$ cat src/rtl/mccoy_prog_feeder_pkg.sv
// Shared McCoy definitions: FSM state codes, program depth and the NOP word.
package mccoy_prog_feeder_pkg;
  localparam int          DEPTH  = 64;
  localparam int          PC_W   = 6;
  localparam int          WORD_W = 6;
  localparam int          LEN_W  = 7;
  localparam logic [5:0]  NOP    = 6'b000000;

  typedef enum logic [1:0] {
    IDLE = 2'b00,
    LOAD = 2'b01,
    RUN  = 2'b10,
    HALT = 2'b11
  } state_t;
endpackage

$ cat src/rtl/mccoy_prog_mem.sv
// Program store: register array with one synchronous write port and one
// combinational read port so the core sees mem[pc] in the same cycle.
module mccoy_prog_mem #(
  parameter int DEPTH  = mccoy_prog_feeder_pkg::DEPTH,
  parameter int ADDR_W = mccoy_prog_feeder_pkg::PC_W,
  parameter int WORD_W = mccoy_prog_feeder_pkg::WORD_W
) (
  input  logic              clk,
  input  logic              we,
  input  logic [ADDR_W-1:0] waddr,
  input  logic [WORD_W-1:0] wdata,
  input  logic [ADDR_W-1:0] raddr,
  output logic [WORD_W-1:0] rdata
);
  logic [DEPTH-1:0][WORD_W-1:0] mem;

  // No reset: contents are unreachable until prog_len is rebuilt by a load.
  always_ff @(posedge clk)
    if (we) mem[waddr] <= wdata;

  assign rdata = mem[raddr];
endmodule

$ cat src/rtl/mccoy_prog_feeder.sv
// Loads a program into local memory, then feeds it to a core by its PC while
// holding the core in reset outside RUN.
module mccoy_prog_feeder #(
  parameter int DEPTH = mccoy_prog_feeder_pkg::DEPTH
) (
  input  logic       clk,
  input  logic       reset,
  input  logic       load_start,
  input  logic       load_valid,
  input  logic [5:0] load_data,
  input  logic       load_last,
  output logic       load_ready,
  input  logic       run,
  input  logic [5:0] pc,
  output logic [5:0] instr,
  output logic       core_reset,
  output logic [6:0] prog_len,
  output logic [1:0] state,
  output logic [7:0] cycles
);
  import mccoy_prog_feeder_pkg::*;

  state_t     st, st_nx;
  logic [5:0] wr_ptr;
  logic [6:0] len_q;
  logic [7:0] cyc_q;
  logic [5:0] rd_word;
  logic       xfer, last_slot, pc_oob;

  assign xfer      = (st == LOAD) && load_valid;
  assign last_slot = (len_q == 7'(DEPTH - 1));
  // With a full 64-word program this compare can never be true.
  assign pc_oob    = ({1'b0, pc} >= len_q);

  always_comb begin
    st_nx = st;
    case (st)
      IDLE: if (load_start)                 st_nx = LOAD;
            else if (run && len_q != '0)    st_nx = RUN;
      LOAD: if (xfer && (load_last || last_slot)) st_nx = IDLE;
      RUN:  if (!run)                       st_nx = IDLE;
            else if (pc_oob)                st_nx = HALT;
      HALT: if (!run)                       st_nx = IDLE;
      default:                              st_nx = IDLE;
    endcase
  end

  always_ff @(posedge clk) begin
    if (reset) begin
      st     <= IDLE;
      wr_ptr <= '0;
      len_q  <= '0;
      cyc_q  <= '0;
    end else begin
      st <= st_nx;
      if (st == IDLE && load_start) begin
        wr_ptr <= '0;
        len_q  <= '0;
      end
      if (xfer) begin
        wr_ptr <= wr_ptr + 6'd1;
        len_q  <= len_q + 7'd1;
      end
      if (st == IDLE && st_nx == RUN)     cyc_q <= '0;
      else if (st == RUN && cyc_q != '1)  cyc_q <= cyc_q + 8'd1;
    end
  end

  mccoy_prog_mem #(.DEPTH(DEPTH)) u_mem (
    .clk   (clk),
    .we    (xfer),
    .waddr (wr_ptr),
    .wdata (load_data),
    .raddr (pc),
    .rdata (rd_word)
  );

  assign load_ready = (st == LOAD);
  assign core_reset = (st != RUN);
  assign instr      = (st == RUN) ? rd_word : NOP;
  assign prog_len   = len_q;
  assign state      = st;
  assign cycles     = cyc_q;
endmodule

$ cat config.mk
export PLATFORM = sky130hd
export DESIGN_NAME = mccoy_prog_feeder
export DESIGN_NICKNAME = d
export VERILOG_FILES = /design/src/rtl/mccoy_prog_feeder_pkg.sv /design/src/rtl/mccoy_prog_mem.sv /design/src/rtl/mccoy_prog_feeder.sv
export SDC_FILE = /design/constraint.sdc
export NUM_CORES = 1
export LEC_CHECK = 0
export BUFFER_PORTS_ARGS = -buffer_cell sky130_fd_sc_hd__buf_2
export CORE_MARGIN = 2
export CORE_UTILIZATION = 50
export DETAILED_ROUTE_END_ITERATION = 8
export PLACE_DENSITY = 0.66
export SETUP_SLACK_MARGIN = 0.15
export SYNTH_ARGS = -nofsm -noshare
export SYNTH_HDL_FRONTEND = slang
export SYNTH_SLANG_ARGS = --single-unit
$ cat constraint.sdc
create_clock -name clk -period 4.4 [get_ports clk]
set_clock_uncertainty 0.2 [all_clocks]
set_input_delay 0.44 -clock clk [delete_from_list [all_inputs] [get_ports clk]]
set_output_delay 0.44 -clock clk [all_outputs]
set_load 0.01 [all_outputs]
# [After elaboration in Yosys (flattened, before gate mapping)]
# Cells that the tools add are included.
[classes] div=0 n_addsub=3 mux=17 bitwise_logic=0 order_cmp=4 reduce_logical=12 n_eq_ne=7 shifts=0 n_mul=0
[op_table] cell="384-bit bitwise mux" count=1
[op_table] cell="6-bit binary-select mux with 6-bit select" count=1
[op_table] cell="6-bit demux with 6-bit select" count=1
[op_table] cell="6-bit 2-to-1 mux" count=5
[op_table] cell="6-bit by 7-bit less-than comparator with 1-bit output, second input constant" count=2
[op_table] cell="7-bit 2-to-1 mux" count=2
[op_table] cell="2-bit 2-to-1 mux" count=6
[op_table] cell="8-bit by 1-bit adder with 8-bit output, second input constant" count=1
[op_table] cell="8-bit inequality test, second input constant" count=1
[op_table] cell="2-bit one-hot mux with 4 select lines" count=1
[op_table] cell="7-bit by 1-bit adder with 7-bit output, second input constant" count=1
[op_table] cell="7-bit by 6-bit equality test with 1-bit output, second input constant" count=1
[op_table] cell="6-bit by 7-bit >= comparator with 1-bit output" count=1
[op_table] cell="1-bit logical AND" count=7
[op_table] cell="7-bit nonzero test" count=1
[op_table] cell="6-bit by 1-bit adder with 6-bit output, second input constant" count=1
[op_table] cell="2-bit equality test, second input constant" count=3
[op_table] cell="6-bit by 1-bit >= comparator with 1-bit output, second input constant" count=1
[op_table] cell="2-bit by 1-bit equality test with 1-bit output, second input constant" count=1
[op_table] cell="2-bit logical NOT" count=1
[op_table] cell="2-bit inequality test, second input constant" count=1
[op_table] cell="2-bit nonzero test" count=1
[op_table] cell="2-bit OR reduction" count=1
[op_table] cell="1-bit logical OR" count=1
[totals] memories=0 reg_bits=407 ramBits=0 latch_bits=0 word_cells=111 rom_bits=0

# [Longest topological paths before layout]
# Gate-level depths: netlist (run 1).
[logic_depth] ltp_word=8 depth_mapped=12

# [Modules after synthesis]
# From an unflattened synthesis (run 1), not the netlist that was laid out.
[unflattened] cells_unflattened=868 hier_area_um2=16397.0
[modules_own_cells] mod="mccoy_prog_mem" area_per_inst_um2=15045.7 cells_per_inst=707 instances=1 seq_area_each_um2=11531.1
[modules_own_cells] mod="mccoy_prog_feeder" area_per_inst_um2=1351.3 cells_per_inst=161 instances=1 seq_area_each_um2=460.4

# [Worst setup path after synthesis (run 1)]
# Ideal clock, no wire load.
[synth_path] kind="input to output" from="in pc[2]" to="out instr[1]" slack_ns=1.618 path_buffers=2 t_arrival_ns=2.142 path_stages=6 cell_sequence="clkbuf_1 clkbuf_1 mux4_2 mux4_2 a22oi_1 nand3_1"
[synth_via] elab_chain_cells=3
[synth_lines] item="start, declared" line="mccoy_prog_feeder.sv:14" rtl="input logic [5:0] pc,"
[synth_lines] item="6-bit binary-select mux with 6-bit select" line="mccoy_prog_mem.sv:21" rtl="assign rdata = mem[raddr];"
[synth_lines] item="6-bit 2-to-1 mux (not written as such)" line="mccoy_prog_mem.sv:21"
[synth_lines] item="6-bit 2-to-1 mux" line="mccoy_prog_feeder.sv:80" rtl="assign instr = (st == RUN) ? rd_word : NOP;"
[synth_lines] item="end, declared" line="mccoy_prog_feeder.sv:15" rtl="output logic [5:0] instr,"
# No other way between the ends. The select of a mux whose other input is x is not followed.

# [Final worst setup path (run 1)]
[layout_path] from="reg st[1], in the netlist state[1]" to="out instr[5]"
[layout_via] elab_chain_cells=2
[layout_lines] item="start, declared" line="mccoy_prog_feeder.sv:23" rtl="state_t st, st_nx;"
[layout_lines] item="start signal, assigned" line="mccoy_prog_feeder.sv:55" rtl="st <= st_nx;"
[layout_lines] item="2-bit equality test" line="mccoy_prog_feeder.sv:80"
[layout_lines] item="6-bit 2-to-1 mux" line="mccoy_prog_feeder.sv:80"
# No other way between the ends.

==> flow_metrics.tcl, run 1 <==
set metrics [dict create \
    status "complete, no violations" \
    stdcell_count 1374 \
    worst-endpoint-arrival_ns 3.16 \
    worst_slew_pin_slew_ns 1.23 \
    final.setup.worst_slack_ns 0.596 \
    yosysSeqAreaShare_pct 73.7 \
    fp.dieH_um 184 \
    synth_xor_area_share_pct 0.269 \
    use_met1_pct 30.1 \
    std_cell_rows 66 \
    rsz0062_at_grt "false" \
    clockBufferDepth 3 \
    regArea_um2 12000 \
    ff2ff_path_depth 4 \
    ys.flop_type "edfxtp_1" \
    clk_latency_ns 0.53 \
    leakagePower_uw 0.00571 \
    drt_wl_total_mm 34.6 \
    fin_area_um2 18200 \
    drv_cap 0 \
    drt_pass1_iterations 5 \
    period_share_pct 86.4 \
    busiest_layer "met2" \
    setup_tns_ns 0 \
    grt_pass1_vias 8217 \
    core_um2 32300 \
    synthTopCellsByArea "edfxtp_1 71%, mux4_2 15%, dfxtp_1 2.8%, nor2_1 2.1%, nand2_1 0.83%" \
    yosys-top-cells-count "384 x edfxtp_1, 109 x mux4_2, 89 x nor2_1" \
    clock-root-buffer "clkbuf_16" \
    synth_top_cell_by_area "edfxtp_1" \
    synth_top_family_by_area "multiplexers" \
    synth_top_area_share_pct 70.9 \
    drv_slew 0 \
    cts_tree "yes" \
    maxClockFrequency_mhz 263 \
    grt.total_usage_pct 20.9 \
    fill_cells 2399 \
    start_kind "register" \
    grt_use_met3_pct 3.18 \
    finalSetupViolations 0 \
    grt_max_degree 65 \
    ys_ff_latch 407 \
    drt_iter0_markers 721 \
    dp_cells 1299 \
    synthArstFlopShare_pct 0 \
    postCtsSetupBuffers 0 \
    port_buffers 42 \
    wl_per_cell_um 25.2 \
    hold_depth 3 \
    cts_resized 0 \
    min_period_ns 3.80 \
    synth_area_per_cell_um2 19.3 \
    syn_inst 844 \
    synth_nets 872 \
    initial_utilization_pct 50.4 \
    end_kind "output port" \
    synth_cell_types 48 \
    crit_fanout 9 \
    slew_headroom_pct 17.9 \
    worstHoldEndpoint "state[0]" \
    use_met2_pct 33.4 \
    htreeDepth 2 \
    hold_viol 0 \
    drcViolationCount 0 \
    synth_fa_ha_area_share_pct 0.769 \
    area_growth_pct 11.8 \
    grt_pass1_wl_mm 51.6 \
    peakVddDrop_v 0.000324 \
    synth.area.mux_share_pct 15.6 \
    hold_start "load_start" \
    overflow 0 \
    synth-edff-count 384 \
    drive_gt1_share_pct 24.4 \
    detailedPlace.worstSlack_ns 0.919 \
    gp_congestion 0.838 \
    hpwl_mm 21.5 \
    vias 8167 \
    synth_warnings 0 \
    r2r_setup_slack_ns 1.36 \
    whs_ns 0.0321 \
    hold_path_class "primary input to register" \
    ios 43 \
    antenna_found_initial 0 \
    crit_type "register to output port" \
    die_w_um 184 \
    die_area_um2 34000 \
    antenna_cells 0 \
    rr_startpoint "state[0]" \
    r2r_end "u_mem.mem[280]" \
    multiInputGateArea_um2 3990 \
    ant_nets 0 \
    synth_area_um2 16300 \
    clk_pin_slew_worst_paths_ns 0.06 \
    cts_sinks 407 \
    cts_buffers 42 \
    required_ns 3.76 \
    synth-compound-area-share_pct 2.58 \
    layout.nets 930 \
    synthSimpleGateAreaFrac_pct 5.33 \
    placed_area_um2 16900 \
    p_per_area_nw_per_um2 430 \
    synth.most_common_cell "edfxtp_1" \
    viasPerCell 5.94 \
]
==> cell type report <==
class                   instances  area share (%)
well taps                     442            3.04
repair buffers                 58            2.06
clock buffers                  56            6.24
flip-flops and latches        407            65.9
clock inverters                18           0.591
inverters                      10           0.206
multi-input cells             383            22.0
==> kinds of logic after synthesis <==
family / Yosys count
flops: 407
simple gates: 191
mux: 117
compound gates: 60
buf+inv: 54
fa+ha+maj: 10
xor+xnor: 5
==> flip-flops by register name, indices dropped and copies added (netlist names) <==
register / flops
u_mem.mem: 384
cycles: 8
prog_len: 7
wr_ptr: 6
state: 2
==> critical path: stages, from the launching register on <==
cell	delay (ns)
dfxtp_1	0.48
nor2b_1	0.33
inv_1	0.09
nor2_1	0.64
o221ai_1	0.28
a21o_1	0.26
nand2b_1	0.18
o2111ai_1	0.16
buf_2	0.20
==> how the worst max path moves through the flow <==
stage,startpoint,to,depth (start not counted)
2_1_floorplan,pc[2],instr[1],6
3_3_place_gp,pc[1],instr[5],7
3_5_place_dp,pc[1],instr[1],9
4_1_cts,state[1],instr[5],8
5_1_grt,state[1],instr[5],8
6_report,state[1],instr[5],8
==> power by group <==
group	internal [µW]	total (µW)	switching, µW
combinational	132	327	195
sequential	4240	4240	5.47
clock	1860	3260	1390
==> placed cells by master, fill, tap and decap left out, drive strengths merged, types with 2 or more instances in the layout <==
cell type and n:
or3 6, and3 2, or2 2, a31oi 5, nor3 2, o221ai 6, a211oi 6, edfxtp 384
nand2b 9, a22oi 3, mux4 109, nor3b 2, xor2 4, mux2i 6, buf 57, clkbuf 56
nand2 36, ha 10, nand3 20, o2111ai 5, o21ai 3, nand3b 5, clkinv 16, a21o 8
nor2b 9, a21oi 14, nand4 5, nor2 89, inv 11, mux2 2, dfxtp 23, o211ai 3
==> metrics by stage <==
stage / util (%) / total power (µW)
floorplan: - / 4530
global placement: 52.5 / 4650
detailed placement: 52.5 / 4660
CTS: 56.3 / 7870
global route: 56.3 / 8050
finish: 56.3 / 7830
==> what timing repair did <==
action / in CTS / in global routing
endpoints found under the hold margin: 2 / 0
endpoints found under the setup margin: 0 / 0
hold buffers: 1 / 0
==> layer usage <==
metal  vias up  wire, µm
li1       3543         -
met1      4281     14900
met2       282     16900
met3        61      1950
met4         0       929
met5         -         0
Power figures use the tool's default switching activity.
==> inputs of run 2 (changes only) <==
--- a/config.mk
+++ b/config.mk
@@ -9,7 +9,7 @@
 export CORE_MARGIN = 2
 export CORE_UTILIZATION = 50
 export DETAILED_ROUTE_END_ITERATION = 8
-export PLACE_DENSITY = 0.66
+export PLACE_DENSITY = 0.67
 export SETUP_SLACK_MARGIN = 0.15
 export SYNTH_ARGS = -nofsm -noshare
 export SYNTH_HDL_FRONTEND = slang
==> constraint.sdc (replaced) <==
create_clock -name clk -period 4.7 [get_ports clk]
set_clock_uncertainty 0.2 [all_clocks]
set_input_delay 0.47 -clock clk [delete_from_list [all_inputs] [get_ports clk]]
set_output_delay 0.47 -clock clk [all_outputs]
set_load 0.01 [all_outputs]
==> flow_metrics.tcl, run 2 (synthesis gave the netlist of run 1 again) <==
set metrics [dict create \
    wl_per_cell_um 25.3 \
    peakVddDrop_v 0.000247 \
    hpwl_mm 21.4 \
    drt_iter0_markers 807 \
    hold_start "run" \
    cts_tree "yes" \
    hold_buffers 0 \
    period_share_pct 80.2 \
    cts_sinks 407 \
    ff2ff_path_depth 4 \
    worst-endpoint-arrival_ns 3.10 \
    required_ns 4.03 \
    antenna_cells 0 \
    maxClockFrequency_mhz 265 \
    worst_slew_pin_slew_ns 1.22 \
    hold_path_class "primary input to register" \
    whs_ns 0.00816 \
    area_growth_pct 11.7 \
    grt_use_met3_pct 4.29 \
    grt.total_usage_pct 21.3 \
    crit_type "register to output port" \
    setup_tns_ns 0 \
    finalSetupViolations 0 \
    r2r_setup_slack_ns 1.67 \
    overflow 0 \
    core_um2 32300 \
    drt_wl_total_mm 34.7 \
    status "complete, no violations" \
    die_w_um 184 \
    min_period_ns 3.77 \
    p_per_area_nw_per_um2 402 \
    htreeDepth 2 \
    clockBufferDepth 3 \
    clk_pin_slew_worst_paths_ns 0.06 \
    cpPeakStageDelay_ns 0.66 \
    top_register "u_mem.mem" \
    cts_buffers 42 \
    rsz0062_at_grt "false" \
    worstHoldEndpoint "state[0]" \
    drcViolationCount 0 \
    gp_congestion 0.853 \
    slowest_stage "nor2_1" \
    use_met2_pct 34.1 \
    grt_pass1_vias 8179 \
    slew_headroom_pct 18.7 \
    layout_common_cells "384 x edfxtp_1, 109 x mux4_2, 89 x nor2_1, 43 x clkbuf_16, 40 x buf_2" \
    vias 8117 \
    grt_pass1_wl_mm 52.5 \
    drv_slew 0 \
    clk_latency_ns 0.53 \
    initial_utilization_pct 50.4 \
    path_cells "nor2b_1 -> inv_1 -> nor2_1 -> o221ai_1 -> a21o_1 -> nand2b_1 -> o2111ai_1 -> buf_2" \
    hold_viol 0 \
    use_met1_pct 29.8 \
    largest_reg_flops 384 \
    busiest_layer "met2" \
    drive_gt1_share_pct 24.0 \
    end_kind "output port" \
    viasPerCell 5.92 \
    grt_max_degree 65 \
    placed_area_um2 16900 \
    fin_area_um2 18200 \
    ios 43 \
    hold_depth 3 \
    start_kind "register" \
    port_buffers 42 \
    ant_nets 0 \
    fp.dieH_um 184 \
    cts_resized 0 \
    postCtsSetupBuffers 0 \
    drv_cap 0 \
    layout.nets 926 \
    antenna_found_initial 0 \
    std_cell_rows 66 \
    mostFrequentLayoutCell "edfxtp_1" \
    r2r_end "u_mem.mem[228]" \
    die_area_um2 34000 \
    rr_startpoint "state[0]" \
    drt_pass1_iterations 5 \
    crit_fanout 9 \
    clock-root-buffer "clkbuf_16" \
    leakagePower_uw 0.00568 \
]
## run 2: cell types whose count changed in the layout (fill, tap and decap cells not counted), sizes merged
cell         change
clkbuf           +3
dlygate4sd3      -1
clkinvlp         +3
buf              -3
clkinv           -6
## run 2: power by group
part | switching [µW] | internal, µW
sequential | 5.14 | 3970
combinational | 182 | 123
clock | 1290 | 1740
total | 1480 | 5830
## run 2: worst max-delay path by stage
stage / startpoint / endpoint / slack, ns / cells past startpoint
2_1_floorplan: pc[2] / instr[1] / 1.86 / 6
3_3_place_gp: pc[1] / instr[3] / 1.14 / 7
3_5_place_dp: pc[1] / instr[3] / 1.15 / 7
4_1_cts: state[1] / instr[2] / 0.98 / 8
5_1_grt: state[1] / instr[2] / 0.77 / 8
6_report: state[1] / instr[4] / 0.93 / 8
## run 2: per-stage QoR
step	utilization (%)	setup WS (ns)	instances	total power, µW
global placement	52.4	1.14	1296	4360
floorplan	-	1.86	844	4240
CTS	56.3	0.983	1370	7350
detailed placement	52.4	1.15	1296	4360
finish	56.3	0.930	1370	7310
global route	56.3	0.769	1370	7520
## run 2: routing by layer
metal / wire length, µm / vias up
li1: - / 3535
met1: 14500 / 4252
met2: 17000 / 263
met3: 2280 / 67
met4: 994 / 0
met5: 0 / -
## run 2: critical path, delay by kind of cell (launching register included)
family / cells / cell delay (ns)
AO/OA/AOI/OAI: 3 / 0.66
flip-flops: 1 / 0.48
AND/OR/NAND/NOR: 3 / 1.13
buffers and inverters: 2 / 0.30
## run 2: cell type report
class / instances / area [µm²]
multi-input combinational: 383 / 3990
tap: 442 / 553
timing repair buffer: 54 / 355
clock buffer: 59 / 1140
clock inverter: 15 / 104
fill: 2408 / 14100
sequential: 407 / 12000
inverter: 10 / 37.5
==> inputs of run 3 (changes only) <==
--- a/config.mk
+++ b/config.mk
@@ -9,7 +9,7 @@
 export CORE_MARGIN = 2
 export CORE_UTILIZATION = 50
 export DETAILED_ROUTE_END_ITERATION = 8
-export PLACE_DENSITY = 0.67
+export PLACE_DENSITY = 0.7
 export SETUP_SLACK_MARGIN = 0.15
 export SYNTH_ARGS = -nofsm -noshare
 export SYNTH_HDL_FRONTEND = slang
==> constraint.sdc (replaced) <==
create_clock -name clk -period 3.3 [get_ports clk]
set_clock_uncertainty 0.2 [all_clocks]
set_input_delay 0.33 -clock clk [delete_from_list [all_inputs] [get_ports clk]]
set_output_delay 0.33 -clock clk [all_outputs]
set_load 0.01 [all_outputs]
==> flow_metrics.tcl, run 3 (synthesis gave the netlist of run 1 again) <==
set metrics [dict create \
    area_growth_pct 14.0 \
    top_register "u_mem.mem" \
    port_buffers 42 \
    status "complete, no violations" \
    dp_cells 1334 \
    hpwl_mm 22.3 \
    drt_wl_total_mm 35.0 \
    worst-endpoint-arrival_ns 2.46 \
    power_uw 10500 \
    drt_pass1_iterations 5 \
    grt.total_usage_pct 21.3 \
    drive_gt1_share_pct 27.3 \
    cts_tree "yes" \
    required_ns 2.77 \
    layout_common_cells "384 x edfxtp_1, 109 x mux4_2, 89 x nor2_1, 46 x buf_4, 43 x clkbuf_16" \
    core_um2 32300 \
    clk_latency_ns 0.53 \
    maxClockFrequency_mhz 335 \
    drv_slew 0 \
    ant_nets 0 \
    peakVddDrop_v 0.000445 \
    wl_per_cell_um 24.7 \
    p_per_area_nw_per_um2 565 \
    min_period_ns 2.99 \
    end_kind "output port" \
    viasPerCell 5.87 \
    crit_type "register to output port" \
    cts_buffers 42 \
    clockBufferDepth 3 \
    drv_cap 0 \
    grt_pass1_wl_mm 53.0 \
    initial_utilization_pct 50.4 \
    grt_max_degree 65 \
    crit_fanout 1 \
    stdcell_count 1416 \
    whs_ns 0.177 \
    largest_reg_flops 384 \
    htreeDepth 2 \
    r2r_setup_slack_ns 0.61 \
    hold_depth 5 \
    die_area_um2 34000 \
    ff2ff_path_depth 4 \
    std_cell_rows 66 \
    antenna_found_initial 0 \
    drt_iter0_markers 937 \
    slew_headroom_pct 19.8 \
    start_kind "register" \
    clock-root-buffer "clkbuf_16" \
    setup_tns_ns 0 \
    hold_path_class "primary input to register" \
    worst_slew_pin_slew_ns 1.20 \
    clk_pin_slew_worst_paths_ns 0.06 \
    gp_congestion 0.822 \
    layout.nets 968 \
    period_share_pct 90.5 \
    rsz0062_at_grt "false" \
    cts_sinks 407 \
    drcViolationCount 0 \
    vias 8313 \
    antenna_cells 0 \
    grt_pass1_vias 8450 \
    fp.dieH_um 184 \
    die_w_um 184 \
    hold_viol 0 \
    mostFrequentLayoutCell "edfxtp_1" \
    ios 43 \
    finalSetupViolations 0 \
    overflow 0 \
    leakagePower_uw 0.00593 \
]
run 3: cell types whose count changed in the layout (fill, tap and decap cells not counted), sizes merged:
cell         before  now
clkinvlp          3    0
buf              54   92
dlygate4sd3       0    4
clkinv           10   14
inv              11   12
clkbuf           59   61
run 3: through the flow:
stage          setup WS [ns]  utilization, %  area (µm²)
2_1_floorplan          0.653               -       16300
3_3_place_gp           0.367            53.4       17200
3_5_place_dp           0.336            53.4       17200
4_1_cts                0.203            57.4       18500
5_1_grt                0.192            57.5       18600
6_report               0.314            57.5       18600
run 3: layout make-up:
cell class                 instances  area, µm²
clock inverter                    17        121
tap                              442        553
inverter                          10       37.5
sequential                       407      12000
timing repair buffer              96        706
fill                            2371      13700
clock buffer                      61       1140
multi-input combinational        383       4000
run 3: worst max-delay path: stages (launching register included):
cell	delay [ns]
edfxtp_1	0.37
mux4_2	0.45
nor2b_1	0.18
a211oi_2	0.26
a31oi_1	0.09
nand2_1	0.19
o2111ai_1	0.19
buf_2	0.19
run 3: final timing paths:
check                                     from            to
worst max-delay path            u_mem.mem[209]      instr[5]
worst min register to register       cycles[7]     cycles[7]
worst min-delay path                load_valid     wr_ptr[0]
worst max register to register        state[0]  u_mem.mem[8]
run 3: repair_timing:
action | CTS | global route
setup endpoints to repair | 0 | 5
resized for setup | 0 | 3
hold endpoints to repair | 11 | 0
hold buffers | 4 | 0
setup buffers | 0 | 0
run 3: layer usage:
metal	global-route usage, %	wire length [µm]	vias up
li1	-	-	3634
met1	30.5	14500	4307
met2	34.4	17300	314
met3	3.69	2460	58
met4	5.73	792	0
met5	0	0	-
run 3: where the power goes:
| group | internal, µW | switching, µW | total (µW) |
|---|---|---|---|
| clock | 2500 | 1860 | 4360 |
| sequential | 5650 | 7.50 | 5660 |
| combinational | 194 | 265 | 460 |
| total | 8350 | 2140 | 10500 |
